===== src/rtl/ram_uart_pkg.sv =====
// rtl/ram_uart_pkg.sv - shared FSM encoding and UART framing constants for the RAM streamer
package ram_uart_pkg;

   typedef enum logic [1:0] {
      ST_IDLE = 2'd0,
      ST_LOAD = 2'd1,
      ST_SEND = 2'd2,
      ST_DONE = 2'd3
   } state_t;

   // start bit + 8 data bits + stop bit
   localparam int   FRAME_BITS = 10;
   localparam logic UART_IDLE  = 1'b1;

endpackage


===== src/rtl/uart_tx_serializer.sv =====
// rtl/uart_tx_serializer.sv - 8N1 UART transmitter owning baud counter, bit index and shift register
module uart_tx_serializer
   import ram_uart_pkg::*;
#(
   parameter int BAUD_DIV = 5208
) (
   input  logic       Clock,
   input  logic       Reset,
   input  logic       tx_start,
   input  logic [7:0] tx_data,
   output logic       TxD,
   output logic       tx_busy,
   output logic       tx_done
);

   localparam int               CNT_W    = $clog2(BAUD_DIV);
   localparam logic [CNT_W-1:0] CNT_LAST = CNT_W'(BAUD_DIV - 1);
   localparam logic [3:0]       LAST_BIT = 4'(FRAME_BITS - 1);

   logic [CNT_W-1:0] baud_cnt;
   logic [3:0]       bit_idx;
   logic [7:0]       shift_reg;
   logic             serial_bit;
   logic             busy;

   // Bit index 0 is the start bit, 1..8 the data bits LSB first, 9 the stop bit.
   // The line level is registered so the start bit appears the cycle after tx_start.
   always_ff @(posedge Clock or posedge Reset) begin
      if (Reset) begin
         busy       <= 1'b0;
         baud_cnt   <= '0;
         bit_idx    <= '0;
         shift_reg  <= '0;
         serial_bit <= UART_IDLE;
      end else if (tx_start) begin
         busy       <= 1'b1;
         baud_cnt   <= '0;
         bit_idx    <= '0;
         shift_reg  <= tx_data;
         serial_bit <= 1'b0;
      end else if (busy) begin
         if (baud_cnt == CNT_LAST) begin
            baud_cnt <= '0;
            if (bit_idx == LAST_BIT) begin
               busy       <= 1'b0;
               bit_idx    <= '0;
               serial_bit <= UART_IDLE;
            end else begin
               bit_idx <= bit_idx + 4'd1;
               if (bit_idx < 4'd8) begin
                  serial_bit <= shift_reg[0];
                  shift_reg  <= {1'b0, shift_reg[7:1]};
               end else begin
                  serial_bit <= UART_IDLE;
               end
            end
         end else begin
            baud_cnt <= baud_cnt + CNT_W'(1);
         end
      end
   end

   assign TxD     = serial_bit;
   assign tx_busy = busy;
   // Last cycle of the stop bit
   assign tx_done = busy && (bit_idx == LAST_BIT) && (baud_cnt == CNT_LAST);

endmodule


===== src/rtl/ram_uart_streamer.sv =====
// rtl/ram_uart_streamer.sv - walks message RAM and streams each character as a UART frame (option: STOP_ON_NUL_EN)
module ram_uart_streamer
   import ram_uart_pkg::*;
#(
   parameter int ADDR_W   = 6,
   parameter int DATA_W   = 7,
   parameter int END_ADDR = 33,
   parameter int BAUD_DIV = 5208
) (
   input  logic              Clock,
   input  logic              Reset,
   input  logic              Start,
   input  logic [DATA_W-1:0] RamData,
   output logic [ADDR_W-1:0] Address,
   output logic              TxD,
   output logic              Busy,
   output logic              Done
);

   state_t            state, next_state;
   logic [ADDR_W-1:0] addr_next;
   logic              tx_start;
   logic              tx_busy;
   logic              tx_done;
   logic              ser_txd;
   logic [7:0]        tx_data;

   // RAM characters are narrower than a UART byte; upper bits go out as zero
   assign tx_data = 8'(RamData);

   uart_tx_serializer #(
      .BAUD_DIV (BAUD_DIV)
   ) u_ser (
      .Clock    (Clock),
      .Reset    (Reset),
      .tx_start (tx_start),
      .tx_data  (tx_data),
      .TxD      (ser_txd),
      .tx_busy  (tx_busy),
      .tx_done  (tx_done)
   );

   // State and address registers; reset abandons any frame in flight
   always_ff @(posedge Clock or posedge Reset) begin
      if (Reset) begin
         state   <= ST_IDLE;
         Address <= '0;
      end else begin
         state   <= next_state;
         Address <= addr_next;
      end
   end

   // Sequencing: load one character, wait for its frame, advance or finish
   always_comb begin
      next_state = state;
      addr_next  = Address;
      tx_start   = 1'b0;
      case (state)
         ST_IDLE: begin
            addr_next = '0;
            if (Start) next_state = ST_LOAD;
         end
         ST_LOAD: begin
`ifdef STOP_ON_NUL_EN
            if (RamData == '0) begin
               next_state = ST_DONE;
            end else begin
               tx_start   = 1'b1;
               next_state = ST_SEND;
            end
`else
            tx_start   = 1'b1;
            next_state = ST_SEND;
`endif
         end
         ST_SEND: begin
            if (tx_done) begin
               if (Address == ADDR_W'(END_ADDR)) begin
                  next_state = ST_DONE;
               end else begin
                  addr_next  = Address + ADDR_W'(1);
                  next_state = ST_LOAD;
               end
            end
         end
         ST_DONE: begin
            addr_next  = '0;
            next_state = ST_IDLE;
         end
         default: begin
            addr_next  = '0;
            next_state = ST_IDLE;
         end
      endcase
   end

   assign TxD  = tx_busy ? ser_txd : UART_IDLE;
   assign Busy = (state != ST_IDLE);
   assign Done = (state == ST_DONE);

endmodule


===== config.mk =====
export PLATFORM = sky130hd
export DESIGN_NAME = ram_uart_streamer
export DESIGN_NICKNAME = d
export VERILOG_FILES = /design/src/rtl/ram_uart_pkg.sv /design/src/rtl/uart_tx_serializer.sv /design/src/rtl/ram_uart_streamer.sv
export SDC_FILE = /design/constraint.sdc
export NUM_CORES = 1
export LEC_CHECK = 0
export BUFFER_PORTS_ARGS = -buffer_cell sky130_fd_sc_hd__buf_2
export CAP_MARGIN = 20
export CORE_MARGIN = 2
export CORE_UTILIZATION = 45
export CTS_CLUSTER_SIZE = 14
export DETAILED_ROUTE_END_ITERATION = 10
export HOLD_SLACK_MARGIN = 0.08
export PLACE_DENSITY = 0.6
export SLEW_MARGIN = 20
export SYNTH_ARGS = -nofsm -noshare
export SYNTH_HDL_FRONTEND = slang
export SYNTH_SLANG_ARGS = --single-unit

===== constraint.sdc =====
create_clock -name Clock -period 3.01 [get_ports Clock]
set_clock_uncertainty 0.1 [all_clocks]
set_input_delay 0.903 -clock Clock [delete_from_list [all_inputs] [get_ports Clock]]
set_output_delay 0.903 -clock Clock [all_outputs]
set_load 0.01 [all_outputs]

==> results.sh <==
export IMPL_status="finished clean"
export IMPL_antenna_diode_count=0
export IMPL_crit_required_ns=3.07
export IMPL_cts_post_setup_buffers_inserted=0
export IMPL_synth_top_cell_area_share_pct=43.4
export IMPL_yosys_area_top_type="sky130_fd_sc_hd__dfrtp_1"
export IMPL_route_detailed_drc=0
export IMPL_holdBufCountCts=0
export IMPL_drt_pass1_iterations=4
export IMPL_finalCritPeriodShare_pct=79.1
export IMPL_max_cap_violations=0
export IMPL_fin_nets=245
export IMPL_grt_first_pass_wirelength_mm=7.31
export IMPL_syn_cell_area_um2=1900
export IMPL_critical_path_peak_fanout=7
export IMPL_start_kind="flip-flop"
export IMPL_timing_reg2reg_worst_path_depth=5
export IMPL_timing_hold_ws_ns=0.399
export IMPL_buffer_ports_inserted=18
export IMPL_cts_tree="done"
export IMPL_timing_final_max_slew_violations=0
export IMPL_unrepaired_setup_endpoints_after_global_routing="no"
export IMPL_crit_type="flip-flop to flip-flop"
export IMPL_powerDensity_nw_per_um2=725
export IMPL_drt_total_wl_mm=4.18
export IMPL_avgSynthCellArea_um2=9.32
export IMPL_ys_top_cells_by_count="33 x sky130_fd_sc_hd__dfrtp_1, 24 x sky130_fd_sc_hd__nand2_1, 19 x sky130_fd_sc_hd__nor2_1"
export IMPL_rr_startpoint="u_ser.baud_cnt[3]$_DFFE_PP0P_"
export IMPL_timing_hold_worst_path_depth=2
export IMPL_clkSlewWorstSetupHoldPaths_ns=0.06
export IMPL_synth_yosys_warnings=0
export IMPL_setup_violations=0
export IMPL_cts_htree_levels=2
export IMPL_timing_hold_worst_endpoint="u_ser.TxD$_DFFE_PP1P_"
export IMPL_grt_pass1_vias=1610
export IMPL_clk_path_buf_depth=2
export IMPL_synth_top_cells_by_area="sky130_fd_sc_hd__dfrtp_1 43%, sky130_fd_sc_hd__ha_1 5.9%, sky130_fd_sc_hd__nand2_1 4.7%, sky130_fd_sc_hd__nor2_1 3.8%, sky130_fd_sc_hd__mux2i_1 3.2%"
export IMPL_most_frequent_cell_after_synthesis="sky130_fd_sc_hd__dfrtp_1"
export IMPL_routed_wire_length_per_instance_um=15.1
export IMPL_detailedRoute_firstIterationViolations=177
export IMPL_max_slew_worst_pin_slew_ns=0.653
export IMPL_die_width_um=69.0
export IMPL_critPathCaptureType="flip-flop"
export IMPL_cts_sinks=34
export IMPL_ys_flop_type="sky130_fd_sc_hd__dfrtp_1"
export IMPL_cts_repair_resized=0
export IMPL_hold_viol=0
export IMPL_detail_route_vias_per_cell=5.61
export IMPL_global_route_usage_total_pct=18.9
export IMPL_setup_slack_on_the_worst_flop_to_flop_path_ns=0.63
export IMPL_final_min_clock_period_ns=2.38
export IMPL_synth_edf_count=0
export IMPL_largest_net_degree_at_the_start_of_global_routing=35
export IMPL_totalNegativeSetupSlack_ns=0
export IMPL_core_um2=4030
export IMPL_achievable_frequency_mhz=420
export IMPL_dp_hpwl_mm=3.00
export IMPL_grt_overflow_total=0
export IMPL_synth_cell_types=44
export IMPL_slew_limit_headroom_pct=56.0
export IMPL_number_of_antenna_violations_at_the_first_check_in_global_routing=0
export IMPL_io_pins=19
export IMPL_largest_reg_flops=13
export IMPL_floorplan_die_area_um2=4760
export IMPL_timing_critical_path_arrival_ns=2.44
export IMPL_cts_buffers=5
export IMPL_layout_area_overhead_vs_synth_pct=12.6
export IMPL_timing_hold_worst_class="flip-flop to flip-flop"
export IMPL_core_rowCount=23
export IMPL_synthCells=204
export IMPL_gp_congestion=0.801
export IMPL_worstHoldStart="u_ser.TxD$_DFFE_PP1P_"
export IMPL_max_vdd_ir_drop_v=0.000346
export IMPL_root_buf_cell="sky130_fd_sc_hd__clkbuf_8"
export IMPL_dieHeight_um=69.0
export IMPL_leakage_nw=0.950
export IMPL_drive_above_1_share_pct=16.3
export IMPL_async_reset_ff_share_pct=100
export IMPL_floorplan_initialDensity_pct=47.2
export IMPL_synth_nets=223
export IMPL_drtAntennaViolNets=0
export IMPL_rr_endpoint="Address[5]$_DFFE_PP0P_"
export IMPL_worstSkewPairLatency_ns=0.28
export IMPL_detailroute_via_count=1555
export IMPL_yosys_register_bits=34
export IMPL_synth_seq_area_share_pct=44.8
final cells by class:
cell class | instances | area, µm²
multi-input combinational | 153 | 982
fill | 387 | 1890
timing repair buffer | 21 | 113
inverter | 11 | 41.3
tap | 50 | 62.6
sequential | 34 | 852
clock buffer | 8 | 90.1
power breakdown:
part / total [mW] / switching (mW) / internal [mW]
Sequential: 0.652 / 0.0948 / 0.557
Clock: 0.345 / 0.158 / 0.186
Combinational: 0.555 / 0.335 / 0.220
stage by stage:
stage                     power (mW)  util, %  cell area [µm²]  setup slack (ns)  instances
final                           1.55     53.1             2140             0.628        277
after global routing            1.68     53.1             2140             0.479        277
after CTS                       1.57     53.1             2140             0.646        277
after detailed placement        1.22     50.9             2050             0.647        269
after global placement          1.18     50.9             2050             0.774        269
after floorplan                 1.06        -             1900             0.885        204
metal layers:
metal / global-route usage (%) / share of wire (%)
met1: 23.8 / 47
met2: 31.3 / 48
met3: 4.39 / 2.8
met5: 0 / 0
met4: 7.41 / 1.9
cell usage in the layout, fill, tap and decap left out, types with 2 or more instances in the layout:
cell                       instances
sky130_fd_sc_hd__a21oi_1          10
sky130_fd_sc_hd__a31oi_1           4
sky130_fd_sc_hd__and3_1            2
sky130_fd_sc_hd__buf_2            18
sky130_fd_sc_hd__buf_4             3
sky130_fd_sc_hd__clkbuf_1          2
sky130_fd_sc_hd__clkbuf_8          6
sky130_fd_sc_hd__dfrtp_1          33
sky130_fd_sc_hd__ha_1              9
sky130_fd_sc_hd__inv_1            11
sky130_fd_sc_hd__mux2i_1           6
sky130_fd_sc_hd__nand2_1          24
sky130_fd_sc_hd__nand3_1          10
sky130_fd_sc_hd__nand3b_1          3
sky130_fd_sc_hd__nand4_1           5
sky130_fd_sc_hd__nor2_1           19
sky130_fd_sc_hd__nor2b_1           3
sky130_fd_sc_hd__nor3_1            2
sky130_fd_sc_hd__o21ai_0           7
sky130_fd_sc_hd__o21ai_1          11
sky130_fd_sc_hd__o31ai_1           3
sky130_fd_sc_hd__o31ai_2           2
sky130_fd_sc_hd__o41ai_1           2
sky130_fd_sc_hd__or3_1             5
sky130_fd_sc_hd__xnor2_1           2
sky130_fd_sc_hd__xor2_1            5
worst max-delay path by stage:
stage                                  startpoint                      to  depth (start not counted)
detailed placement  u_ser.baud_cnt[3]$_DFFE_PP0P_  Address[2]$_DFFE_PP0P_                          4
finish              u_ser.baud_cnt[3]$_DFFE_PP0P_  Address[5]$_DFFE_PP0P_                          5
global placement    u_ser.baud_cnt[3]$_DFFE_PP0P_  Address[0]$_DFFE_PP0P_                          4
CTS                 u_ser.baud_cnt[3]$_DFFE_PP0P_  Address[5]$_DFFE_PP0P_                          5
global route        u_ser.baud_cnt[3]$_DFFE_PP0P_  Address[5]$_DFFE_PP0P_                          5
floorplan           u_ser.baud_cnt[3]$_DFFE_PP0P_  Address[0]$_DFFE_PP0P_                          4
kinds of logic after synthesis:
logic type                 after synthesis  share of synthesized area [%]
DFF                                     34                           44.8
muxes                                    7                           3.75
AOI/OAI and AO/OA                       44                           14.3
and+or+nand+nor                         86                           24.4
xor gates and xnor gates                 7                           3.22
buffers and inverters                   17                           3.55
adders and majority gates                9                           5.92
critical path, cell delays in order, from the launching register on:
cell	delay, ns
sky130_fd_sc_hd__dfrtp_1	0.45
sky130_fd_sc_hd__or4b_4	0.60
sky130_fd_sc_hd__nor4_4	0.47
sky130_fd_sc_hd__a31oi_1	0.30
sky130_fd_sc_hd__o21ai_1	0.22
sky130_fd_sc_hd__o41ai_1	0.11
Power figures use the tool's default switching activity.
